<file path="src/rtl/lif_pkg.sv">
// Shared types and helpers for the time-multiplexed LIF neuron layer.
package lif_pkg;

  typedef enum logic [1:0] {
    IDLE  = 2'd0,
    SWEEP = 2'd1,
    DONE  = 2'd2
  } lif_state_e;

  localparam int   LIF_DEFAULT_THRESHOLD = 5;
  localparam logic LIF_W_INIT_BIT        = 1'b1;

  // Clamp v into the signed range of a 'bits'-wide register.
  function automatic logic signed [31:0] lif_sat(input logic signed [31:0] v,
                                                 input int unsigned       bits);
    logic signed [31:0] hi;
    logic signed [31:0] lo;
    hi = (32'sd1 <<< (bits - 1)) - 32'sd1;
    lo = -(32'sd1 <<< (bits - 1));
    if (v > hi)      lif_sat = hi;
    else if (v < lo) lif_sat = lo;
    else             lif_sat = v;
  endfunction

endpackage

</file>
<file path="src/rtl/lif_synapse_sum.sv">
// Binary-weight synapse sum: each matching input/weight pair adds +1, each mismatch -1.
module lif_synapse_sum #(
  parameter int SYNAPSES = 32
) (
  input  logic [SYNAPSES-1:0]                 in_i,
  input  logic [SYNAPSES-1:0]                 w_i,
  output logic signed [$clog2(SYNAPSES)+1:0]  sum_o
);

  localparam int SUM_W = $clog2(SYNAPSES) + 2;

  logic [SYNAPSES-1:0] match;
  int                  acc;

  assign match = ~(in_i ^ w_i);

  always_comb begin
    acc = 0;
    for (int i = 0; i < SYNAPSES; i++) begin
      acc = acc + (match[i] ? 1 : -1);
    end
    sum_o = SUM_W'(acc);
  end

endmodule

</file>
<file path="src/rtl/lif_layer_tdm.sv">
// Layer of leaky integrate-and-fire neurons sharing one datapath, one neuron per cycle.
// Optional refractory period per neuron is enabled with `define LIF_REFRACTORY_EN.
module lif_layer_tdm
  import lif_pkg::*;
#(
  parameter int N_NEURONS      = 4,
  parameter int SYNAPSES       = 32,
  parameter int MEMBRANE_BITS  = 8,
  parameter int THRESHOLD_BITS = 6,
  parameter int REFRACT_STEPS  = 2
) (
  input  logic                             clk,
  input  logic                             reset,
  input  logic                             step_valid,
  output logic                             step_ready,
  input  logic [SYNAPSES-1:0]              step_inputs,
  input  logic [THRESHOLD_BITS-1:0]        threshold,
  input  logic [2:0]                       shift,
  input  logic                             cfg_we,
  output logic                             cfg_ready,
  input  logic [$clog2(N_NEURONS)-1:0]     cfg_addr,
  input  logic [SYNAPSES-1:0]              cfg_weights,
  output logic [N_NEURONS-1:0]             spikes,
  output logic                             spikes_valid,
  input  logic [$clog2(N_NEURONS)-1:0]     mon_addr,
  output logic signed [MEMBRANE_BITS-1:0]  mon_membrane
);

  localparam int AW    = $clog2(N_NEURONS);
  localparam int SUM_W = $clog2(SYNAPSES) + 2;
  localparam int VW    = MEMBRANE_BITS + 2;

  lif_state_e                       state_q, state_d;
  logic [AW-1:0]                    idx_q, idx_d;
  logic [SYNAPSES-1:0]              in_q;
  logic [THRESHOLD_BITS-1:0]        thr_q;
  logic [2:0]                       shift_q;
  logic [SYNAPSES-1:0]              w_q   [N_NEURONS];
  logic signed [MEMBRANE_BITS-1:0]  mem_q [N_NEURONS];
  logic [N_NEURONS-1:0]             spk_acc_q;
  logic [N_NEURONS-1:0]             spikes_q;
  logic                             spikes_valid_q;

  logic signed [SUM_W-1:0]          syn_sum;
  logic signed [SUM_W-1:0]          sum_eff;
  logic signed [MEMBRANE_BITS-1:0]  m_cur;
  logic signed [MEMBRANE_BITS-1:0]  leak;
  logic signed [VW-1:0]             v_full;
  logic signed [MEMBRANE_BITS-1:0]  v_sat;
  logic signed [VW-1:0]             thr_x;
  logic                             spike;
  logic signed [MEMBRANE_BITS-1:0]  m_new;
  logic                             refr_busy;

  assign step_ready   = (state_q == IDLE);
  assign cfg_ready    = (state_q == IDLE);
  assign spikes       = spikes_q;
  assign spikes_valid = spikes_valid_q;
  assign mon_membrane = (int'(mon_addr) < N_NEURONS) ? mem_q[mon_addr] : '0;

  lif_synapse_sum #(.SYNAPSES(SYNAPSES)) u_sum (
    .in_i  (in_q),
    .w_i   (w_q[idx_q]),
    .sum_o (syn_sum)
  );

`ifdef LIF_REFRACTORY_EN
  localparam int RW = $clog2(REFRACT_STEPS + 1);
  logic [RW-1:0] refr_q [N_NEURONS];

  assign refr_busy = (refr_q[idx_q] != '0);

  always_ff @(posedge clk) begin
    if (reset) begin
      for (int i = 0; i < N_NEURONS; i++) refr_q[i] <= '0;
    end else if (state_q == SWEEP) begin
      if (refr_busy)  refr_q[idx_q] <= refr_q[idx_q] - 1'b1;
      else if (spike) refr_q[idx_q] <= RW'(REFRACT_STEPS);
    end
  end
`else
  assign refr_busy = 1'b0;
`endif

  // Membrane update for the neuron in the current sweep slot.
  always_comb begin
    m_cur   = mem_q[idx_q];
    sum_eff = refr_busy ? '0 : syn_sum;
    if (shift_q == 3'd0) leak = '0;
    else                 leak = m_cur >>> shift_q;
    v_full = VW'(m_cur) - VW'(leak) + VW'(sum_eff);
    v_sat  = MEMBRANE_BITS'(lif_sat(32'(v_full), MEMBRANE_BITS));
    thr_x  = $signed(VW'({1'b0, thr_q}));
    spike  = !refr_busy && (VW'(v_sat) >= thr_x);
    m_new  = spike ? MEMBRANE_BITS'(VW'(v_sat) - thr_x) : v_sat;
  end

  always_comb begin
    state_d = state_q;
    idx_d   = idx_q;
    case (state_q)
      IDLE: begin
        if (step_valid) begin
          state_d = SWEEP;
          idx_d   = '0;
        end
      end
      SWEEP: begin
        if (idx_q == AW'(N_NEURONS - 1)) state_d = DONE;
        else                             idx_d   = idx_q + 1'b1;
      end
      DONE:    state_d = IDLE;
      default: state_d = IDLE;
    endcase
  end

  always_ff @(posedge clk) begin
    if (reset) begin
      state_q        <= IDLE;
      idx_q          <= '0;
      in_q           <= '0;
      thr_q          <= THRESHOLD_BITS'(LIF_DEFAULT_THRESHOLD);
      shift_q        <= '0;
      spk_acc_q      <= '0;
      spikes_q       <= '0;
      spikes_valid_q <= 1'b0;
      for (int i = 0; i < N_NEURONS; i++) begin
        mem_q[i] <= '0;
        w_q[i]   <= {SYNAPSES{LIF_W_INIT_BIT}};
      end
    end else begin
      state_q        <= state_d;
      idx_q          <= idx_d;
      spikes_valid_q <= (state_q == DONE);
      if (state_q == DONE) spikes_q <= spk_acc_q;
      if (state_q == IDLE && step_valid) begin
        in_q    <= step_inputs;
        thr_q   <= threshold;
        shift_q <= shift;
      end
      // A write in the accept cycle lands before the first sweep slot reads the row.
      if (state_q == IDLE && cfg_we && int'(cfg_addr) < N_NEURONS)
        w_q[cfg_addr] <= cfg_weights;
      if (state_q == SWEEP) begin
        mem_q[idx_q]     <= m_new;
        spk_acc_q[idx_q] <= spike;
      end
    end
  end

endmodule

</file>
<file path="config.mk">
export PLATFORM = sky130hd
export DESIGN_NAME = lif_layer_tdm
export DESIGN_NICKNAME = d
export VERILOG_FILES = /design/src/rtl/lif_pkg.sv /design/src/rtl/lif_synapse_sum.sv /design/src/rtl/lif_layer_tdm.sv
export SDC_FILE = /design/constraint.sdc
export NUM_CORES = 1
export LEC_CHECK = 0
export CORE_MARGIN = 8
export CORE_UTILIZATION = 50
export CTS_CLUSTER_SIZE = 20
export DETAILED_ROUTE_END_ITERATION = 6
export PLACE_DENSITY_LB_ADDON = 0.3
export RECOVER_POWER = 25
export SETUP_SLACK_MARGIN = 0.5
export SYNTH_ARGS = -nofsm -noshare
export SYNTH_HDL_FRONTEND = slang
export SYNTH_SLANG_ARGS = --single-unit
export TNS_END_PERCENT = 30
</file>
<file path="constraint.sdc">
create_clock -name clk -period 13.22 [get_ports clk]
set_input_delay 3.305 -clock clk [delete_from_list [all_inputs] [get_ports clk]]
set_output_delay 3.305 -clock clk [all_outputs]
set_load 0.01 [all_outputs]
</file>
==> flow_metrics.tcl, run 1 <==
set metrics [dict create \
    synth_edf_count 160 \
    syn-cell-area_sq_um 13400 \
    nets 1453 \
    avgRoutedWirePerCell_um 18.9 \
    synthesis.nets 1341 \
    async_reset_ff_frac 0 \
    maxCapViolCount 3 \
    die-width_um 180 \
    drtPass1Iterations 5 \
    end_kind "register" \
    ys_ff_latch 216 \
    tightest_slew_ps 2530 \
    portBuffers 95 \
    root_buffer "clkbuf_16" \
    crit_slowest_cell "fa_1" \
    dp_hpwl_mm 21.6 \
    path_common_cell "fa_1" \
    syn_inst 1137 \
    clock_sinks 216 \
    synth-main-ff-cell "edfxtp_1" \
    initial_utilization 0.503 \
    critPathRequiredTime_ps 13480 \
    postRouteWirelength_mm 30.4 \
    synth_top_area_share 0.359 \
    yosys-top-cells-area "edfxtp_1 36%, fa_1 12%, dfxtp_1 8.4%, mux4_2 8.1%, ha_1 4.3%" \
    violations "max-capacitance violations, max-slew violations" \
    pin_count 96 \
    relSlewSlack -0.690 \
    grt_pass1_wl_mm 47.3 \
    insertedDiodeCount 0 \
    fin_tns_setup_ps 0 \
    min_period_ps 12190 \
    clockBufferDepth 3 \
    status "complete, but fails checks" \
    slew_violations 144 \
    finClkSkew_ps 9.04 \
    dieHeight_um 180 \
    n_fill_cell 2134 \
    hold_viol_final 0 \
    placed_area_sq_um 14700 \
    clock_latency_ps 510 \
    seq_area_sq_um 5930 \
    yosysMostFrequentCell "edfxtp_1" \
    multi_input_area_sq_um 7090 \
    crit_type "reg2reg" \
    vias_per_cell 5.39 \
    cts_tree "yes" \
    drive_gt1_frac 0.196 \
    fin_area_sq_um 16000 \
    fin_crit_sh 0.922 \
    setup_viol_count_final 0 \
    rsz0062_at_grt "no" \
    cts_buffers 24 \
    syn_to_final_growth_pct 19.6 \
    startpoint_type "register" \
    fmax_mhz 82.0 \
    vias 8666 \
    ant_nets 0 \
    grt_pass1_vias 8947 \
    drt_iter0_markers 531 \
    critPathMaxStageDelay_ps 610 \
    seq_area_frac_synth 0.443 \
    synth.distinct_cells 61 \
    hold_path_startpoint "thr_q[5]$_SDFFE_PP0P_" \
    yosysTopAreaCell "edfxtp_1" \
    htreeDepth 1 \
    cp_data_arrival_time_ps 12460 \
    grt_usage 0.182 \
    rows 60 \
    place_congestion 0.820 \
    min_path_type "reg2reg" \
    drcViolationCount 0 \
    grt.overflow.total 0 \
    syn_area_per_cell_sq_um 11.8 \
    antenna_found_initial 0 \
    crit_path_max_fanout 6 \
    path_clk_slew_ps 60 \
    grt_max_degree 59 \
    die-area_sq_um 32200 \
    coreArea_sq_um 26600 \
    yosys-top-cells-count "160 x edfxtp_1, 114 x inv_1, 112 x nand2_1, 77 x fa_1, 67 x a21oi_1" \
    yosys_warnings 0 \
]
## state kept, by name, indices dropped and copies added (netlist names), named ones only
name / count
spikes_valid: 1
spk_acc_q: 4
idx_q: 2
mem_q: 32
w_q: 128
in_q: 32
shift_q: 3
thr_q: 6
spikes: 4
state_q: 2
## what timing repair did
item                                    in CTS  in global routing
pin swaps                                    0                 12
endpoints found under the setup margin      24                 36
hold buffers                                 0                  0
buffers inserted                             1                 23
endpoints found under the hold margin        0                  0
cloned                                       0                  1
resized for setup                            7                 40
## layout make-up
class | count | area share
Multi-Input combinational cell | 754 | 0.443
Tap cell | 341 | 0.0267
Timing Repair Buffer | 139 | 0.0830
Sequential cell | 216 | 0.371
Clock inverter | 7 | 0.00438
Clock buffer | 37 | 0.0451
Inverter | 114 | 0.0268
## path summary, 6_finish.rpt
check / slack (ps) / to / depth (start not counted)
setup / recovery: 1030 / mem_q[0][0]$_SDFFCE_PN0P_ / 50
hold / removal: 450 / thr_q[5]$_SDFFE_PP0P_ / 2
setup reg to reg: 1030 / mem_q[0][0]$_SDFFCE_PN0P_ / 50
hold reg to reg: 450 / thr_q[5]$_SDFFE_PP0P_ / 2
## layout by cell type, fill, tap and decap left out, types with 3 or more instances in the layout
master | Yosys | layout
edfxtp_1 | 160 | 160
inv_1 | 114 | 113
nand2_1 | 112 | 111
clkdlybuf4s50_1 | 0 | 88
fa_1 | 77 | 74
or2_2 | 66 | 66
a21oi_1 | 67 | 63
dfxtp_1 | 56 | 54
mux4_2 | 48 | 48
nor2_1 | 48 | 47
ha_1 | 46 | 44
nand2b_1 | 43 | 43
xnor2_1 | 45 | 43
buf_4 | 2 | 37
or3_1 | 33 | 33
xor2_1 | 42 | 31
clkbuf_16 | 0 | 26
nand3_1 | 12 | 12
xor2_2 | 0 | 11
o21ai_0 | 12 | 11
a21o_1 | 9 | 9
clkbuf_1 | 46 | 9
mux2i_1 | 11 | 8
o21a_1 | 7 | 7
nor3_1 | 8 | 6
dlygate4sd3_1 | 0 | 6
clkbuf_8 | 0 | 5
o21bai_1 | 4 | 4
a21oi_2 | 1 | 4
nor2b_1 | 6 | 4
nand3b_1 | 4 | 4
o31a_1 | 3 | 3
nor3_2 | 1 | 3
nor4_1 | 4 | 3
mux2i_4 | 0 | 3
a31o_1 | 0 | 3
fa_2 | 0 | 3
clkinv_2 | 0 | 3
buf_12 | 0 | 3
## worst max-delay path, delay by kind of cell, from the launching register on
family | cells | cell delay, ps
AO/OA/AOI/OAI | 12 | 2050
adder cells (fa/ha/maj) | 14 | 5980
flip-flops | 1 | 410
buffers and inverters | 9 | 790
multiplexers | 1 | 530
XOR/XNOR | 7 | 1380
AND/OR/NAND/NOR | 7 | 760
## per-layer routing
layer / share of wire / global-route usage / wire length [um] / vias up
met5: 0 / 0 / 0 / -
met4: 0.017 / 0.0477 / 519 / 0
met3: 0.040 / 0.0226 / 1210 / 38
met2: 0.52 / 0.326 / 15900 / 189
met1: 0.42 / 0.230 / 12700 / 4319
li1: - / - / - / 4120
## metrics by stage
step | instances | hold WS (ps) | utilization | setup WS [ps]
finish | 1608 | 454 | 0.602 | 1030
global route | 1608 | 473 | 0.602 | 355
CTS | 1584 | 458 | 0.586 | 511
detailed placement | 1539 | 449 | 0.554 | 203
global placement | 1539 | 446 | 0.554 | 523
floorplan | 1137 | 436 | - | 526
## cell families after synthesis
logic type                 after synthesis  share of synthesized area
adders and majority gates              124                      0.159
DFF                                    216                      0.443
muxes                                   61                     0.0908
and+or+nand+nor                        344                      0.130
buffers and inverters                  167                     0.0474
AOI/OAI and AO/OA                      134                     0.0658
xor gates and xnor gates                91                     0.0635
Power of run 1 is left out: the tool's default activity adds up to more than one toggle a clock period on the data nets, which glitch-free logic cannot reach.
==> run 2: changes to the inputs <==
- CAP_MARGIN: not set -> 20
==> flow_metrics.tcl, run 2 (synthesis results as in run 1) <==
set metrics [dict create \
    place_congestion 0.820 \
    hold_viol_final 0 \
    postRouteWirelength_mm 30.4 \
    initial_utilization 0.503 \
    crit_path_max_fanout 6 \
    dp.cells 1539 \
    min_period_ps 12180 \
    fin_util 0.603 \
    r2r_slack_ps 1040 \
    fin_crit_sh 0.922 \
    clock_sinks 216 \
    final_common_cell "edfxtp_1" \
    grt.overflow.total 0 \
    path_clk_slew_ps 60 \
    relSlewSlack -0.666 \
    pre_cts_slack_ps 203 \
    final_cell_mix "160 x edfxtp_1, 113 x inv_1, 111 x nand2_1" \
    worstPathBufferInverterCount 9 \
    grt_pass1_wl_mm 47.3 \
    wl_met3_mm 1.14 \
    critPathTopFamily "adder cells" \
    critPathRequiredTime_ps 13480 \
    top_regs "w_q (128), in_q (32), mem_q (32)" \
    grt_usage 0.182 \
    dieHeight_um 180 \
    layout_setup_ws_ps 1040 \
    setup_viol_count_final 0 \
    syn_to_final_growth_pct 19.8 \
    avgRoutedWirePerCell_um 18.9 \
    rsz0062_at_grt "no" \
    crit_type "reg2reg" \
    coreArea_sq_um 26600 \
    vias 8663 \
    die-width_um 180 \
    path_common_cell "fa_1" \
    min_path_type "reg2reg" \
    insertedDiodeCount 0 \
    maxCapViolCount 2 \
    wl_met2_mm 15.9 \
    dp_hpwl_mm 21.6 \
    grt_max_degree 59 \
    slew_violations 100 \
    rows 60 \
    drcViolationCount 0 \
    end_kind "register" \
    drtPass1Iterations 5 \
    largest_reg_flops 128 \
    hold_buffers 0 \
    portBuffers 95 \
    routed.top_layer "met4" \
    final_cell_count_no_fill 1609 \
    regMostFlops "w_q" \
    finClkSkew_ps 8.69 \
    m1WireLength_mm 12.8 \
    die-area_sq_um 32200 \
    cts_buffers 24 \
    cp_data_arrival_time_ps 12440 \
    antenna_found_initial 0 \
    grt_pass1_vias 8947 \
    critPathMaxStageDelay_ps 600 \
    violations "max-capacitance violations, max-slew violations" \
    crit_slowest_cell "fa_1" \
    fmax_mhz 82.1 \
    clockBufferDepth 3 \
    htreeDepth 1 \
    root_buffer "clkbuf_16" \
    ant_nets 0 \
    drt_iter0_markers 497 \
    fin_tns_setup_ps 0 \
    drive_gt1_frac 0.197 \
    vias_per_cell 5.38 \
    cts_tree "yes" \
    clock_latency_ps 510 \
    status "complete, but fails checks" \
    tightest_slew_ps 2500 \
    nets 1454 \
    startpoint_type "register" \
    pin_count 96 \
]
run 2: routing by layer:
layer / global-route usage / up-vias
met2: 0.326 / 179
li1: - / 4122
met1: 0.230 / 4322
met5: 0 / -
met4: 0.0477 / 0
met3: 0.0226 / 40
run 2: layout make-up:
cell class / count / area, sq um
Clock buffer: 37 / 721
Clock inverter: 7 / 70.1
Fill cell: 2135 / 10600
Inverter: 114 / 428
Multi-Input combinational cell: 754 / 7090
Sequential cell: 216 / 5930
Tap cell: 341 / 427
Timing Repair Buffer: 140 / 1360
run 2: final timing paths:
path                              start                        end  cells after the start
setup / recovery               register  mem_q[0][0]$_SDFFCE_PN0P_                     50
hold / removal    thr_q[5]$_SDFFE_PP0P_      thr_q[5]$_SDFFE_PP0P_                      2
setup reg to reg               register  mem_q[0][0]$_SDFFCE_PN0P_                     50
hold reg to reg   thr_q[5]$_SDFFE_PP0P_      thr_q[5]$_SDFFE_PP0P_                      2
run 2: what timing repair did:
item	in CTS	in global routing
endpoints found under the setup margin	24	36
endpoints found under the hold margin	0	0
cloned	0	1
buffers inserted	1	23
gates resized for setup	7	40
pin swaps	0	12
run 2: through the flow:
stage,area [sq um],hold slack [ps]
2_1_floorplan,13400,436
3_3_place_gp,14700,446
3_5_place_dp,14700,449
4_1_cts,15600,458
5_1_grt,16000,473
6_report,16000,455
run 2: tightest hold or removal path, stage by stage (launching register included):
cell     delay (ps)
dfxtp_1         310
nand2_1          50
a21oi_1          50
Power of run 2 is left out for the same reason.
==> run 3: changes to the inputs <==
- CELL_PAD_IN_SITES_DETAIL_PLACEMENT: not set -> 1
- CELL_PAD_IN_SITES_GLOBAL_PLACEMENT: not set -> 1
- CORE_UTILIZATION: 50 -> 44
- GPL_TIMING_DRIVEN: not set -> 0
- PLACE_DENSITY_LB_ADDON: 0.3 -> 0.1
==> flow_metrics.tcl, run 3 (synthesis results as in run 1) <==
set metrics [dict create \
    ant_nets 0 \
    seq_area_sq_um 5930 \
    postRouteWirelength_mm 38.6 \
    hold_buffers 0 \
    cts_tree "yes" \
    pin_count 96 \
    setup_viol_count_final 0 \
    fin_tns_setup_ps 0 \
    worstHoldPathCells 2 \
    hold_ws_ps 457 \
    maxCapViolCount 0 \
    dieHeight_um 190 \
    min_path_type "reg2reg" \
    coreArea_sq_um 30300 \
    fin_util 0.559 \
    tightest_slew_ps 926 \
    multi_input_area_sq_um 7410 \
    vias_per_cell 5.32 \
    drtPass1Iterations 5 \
    slew_violations 0 \
    hold_viol_final 0 \
    critPathRequiredTime_ps 13590 \
    r2r_slack_ps 840 \
    nets 1525 \
    drt_iter0_markers 501 \
    path_clk_slew_ps 60 \
    crit_path_max_fanout 8 \
    root_buffer "clkbuf_16" \
    grt_pass1_vias 9879 \
    final_cell_mix "160 x edfxtp_1, 110 x nand2_1, 109 x inv_1" \
    drcViolationCount 0 \
    startpoint_type "register" \
    largest_reg_flops 128 \
    relSlewSlack 0.382 \
    dp_hpwl_mm 28.2 \
    place_congestion 0.803 \
    path_common_cell "fa_2" \
    fmax_mhz 80.8 \
    dp.cells 1628 \
    critPathMaxStageDelay_ps 610 \
    regMostFlops "w_q" \
    clockBufferDepth 3 \
    n_fill_cell 3110 \
    cts_buffers 25 \
    insertedDiodeCount 0 \
    crit_slowest_cell "fa_2" \
    hold_path_startpoint "thr_q[5]$_SDFFE_PP0P_" \
    grt_max_degree 33 \
    htreeDepth 1 \
    final_common_cell "edfxtp_1" \
    r2r-end "mem_q[2][1]$_SDFFCE_PN0P_" \
    die-width_um 190 \
    vias 9228 \
    end_kind "register" \
    initial_utilization 0.442 \
    grt.overflow.total 0 \
    rsz0062_at_grt "no" \
    finClkSkew_ps 24.9 \
    grt_usage 0.207 \
    top_regs "w_q (128), in_q (32), mem_q (32)" \
    cp_data_arrival_time_ps 12740 \
    hold_end "thr_q[5]$_SDFFE_PP0P_" \
    ff2ff_path_depth 49 \
    crit_type "reg2reg" \
    grt_pass1_wl_mm 57.4 \
    min_period_ps 12380 \
    final_cell_count_no_fill 1736 \
    avgRoutedWirePerCell_um 22.2 \
    antenna_found_initial 0 \
    clock_sinks 216 \
    drive_gt1_frac 0.246 \
    die-area_sq_um 36200 \
    rows 64 \
    portBuffers 93 \
    fin_crit_sh 0.936 \
    status "finished, final reports clean" \
    syn_to_final_growth_pct 26.5 \
    clock_latency_ps 530 \
]
==> run 3: worst max-delay path by stage <==
stage	startpoint	to	slack, ps	cells after the start
after floorplan	register	mem_q[0][2]$_SDFFCE_PN0P_	530	50
after global placement	register	mem_q[2][4]$_SDFFCE_PN0P_	-1700	49
after detailed placement	register	mem_q[2][4]$_SDFFCE_PN0P_	-1890	49
after CTS	register	mem_q[0][1]$_SDFFCE_PN0P_	520	51
after global routing	register	mem_q[2][1]$_SDFFCE_PN0P_	360	51
final	register	mem_q[2][1]$_SDFFCE_PN0P_	840	49
==> run 3: critical path: cells and delay by family, from the launching register on <==
family                     cells  cell delay (ps)
buffers and inverters          8              740
muxes                          1              600
and+or+nand+nor                8             1190
DFF                            1              320
adders and majority gates     14             5860
xor gates and xnor gates       7             1390
AOI/OAI and AO/OA             11             2100
==> run 3: cell type report <==
cell class                 instances  share of cell area
multi-input combinational        754               0.438
buffer                            53              0.0192
clock buffer                      34              0.0420
clock inverter                    12             0.00865
inverter                         114              0.0253
sequential                       216               0.350
timing repair buffer             157              0.0877
tap                              396              0.0293
==> run 3: through the flow <==
step | cell area, sq um | setup slack (ps)
2_1_floorplan | 13400 | 526
3_3_place_gp | 14800 | -1700
3_5_place_dp | 14900 | -1890
4_1_cts | 16200 | 525
5_1_grt | 16900 | 362
6_report | 16900 | 844
==> run 3: per-layer routing <==
metal / share of wire / GRT usage
met3: 0.036 / 0.0280
met5: 0 / 0
met4: 0.017 / 0.0528
met2: 0.52 / 0.354
met1: 0.43 / 0.274
==> run 3: timing repair <==
item                                    4_1_cts  5_1_grt
setup buffers                                15       44
hold endpoints to repair                      0        0
gates resized for setup                      74       62
pin swaps                                    10       46
endpoints found under the setup margin       36       36
cloned                                        0        2
Power of run 3 is left out for the same reason.
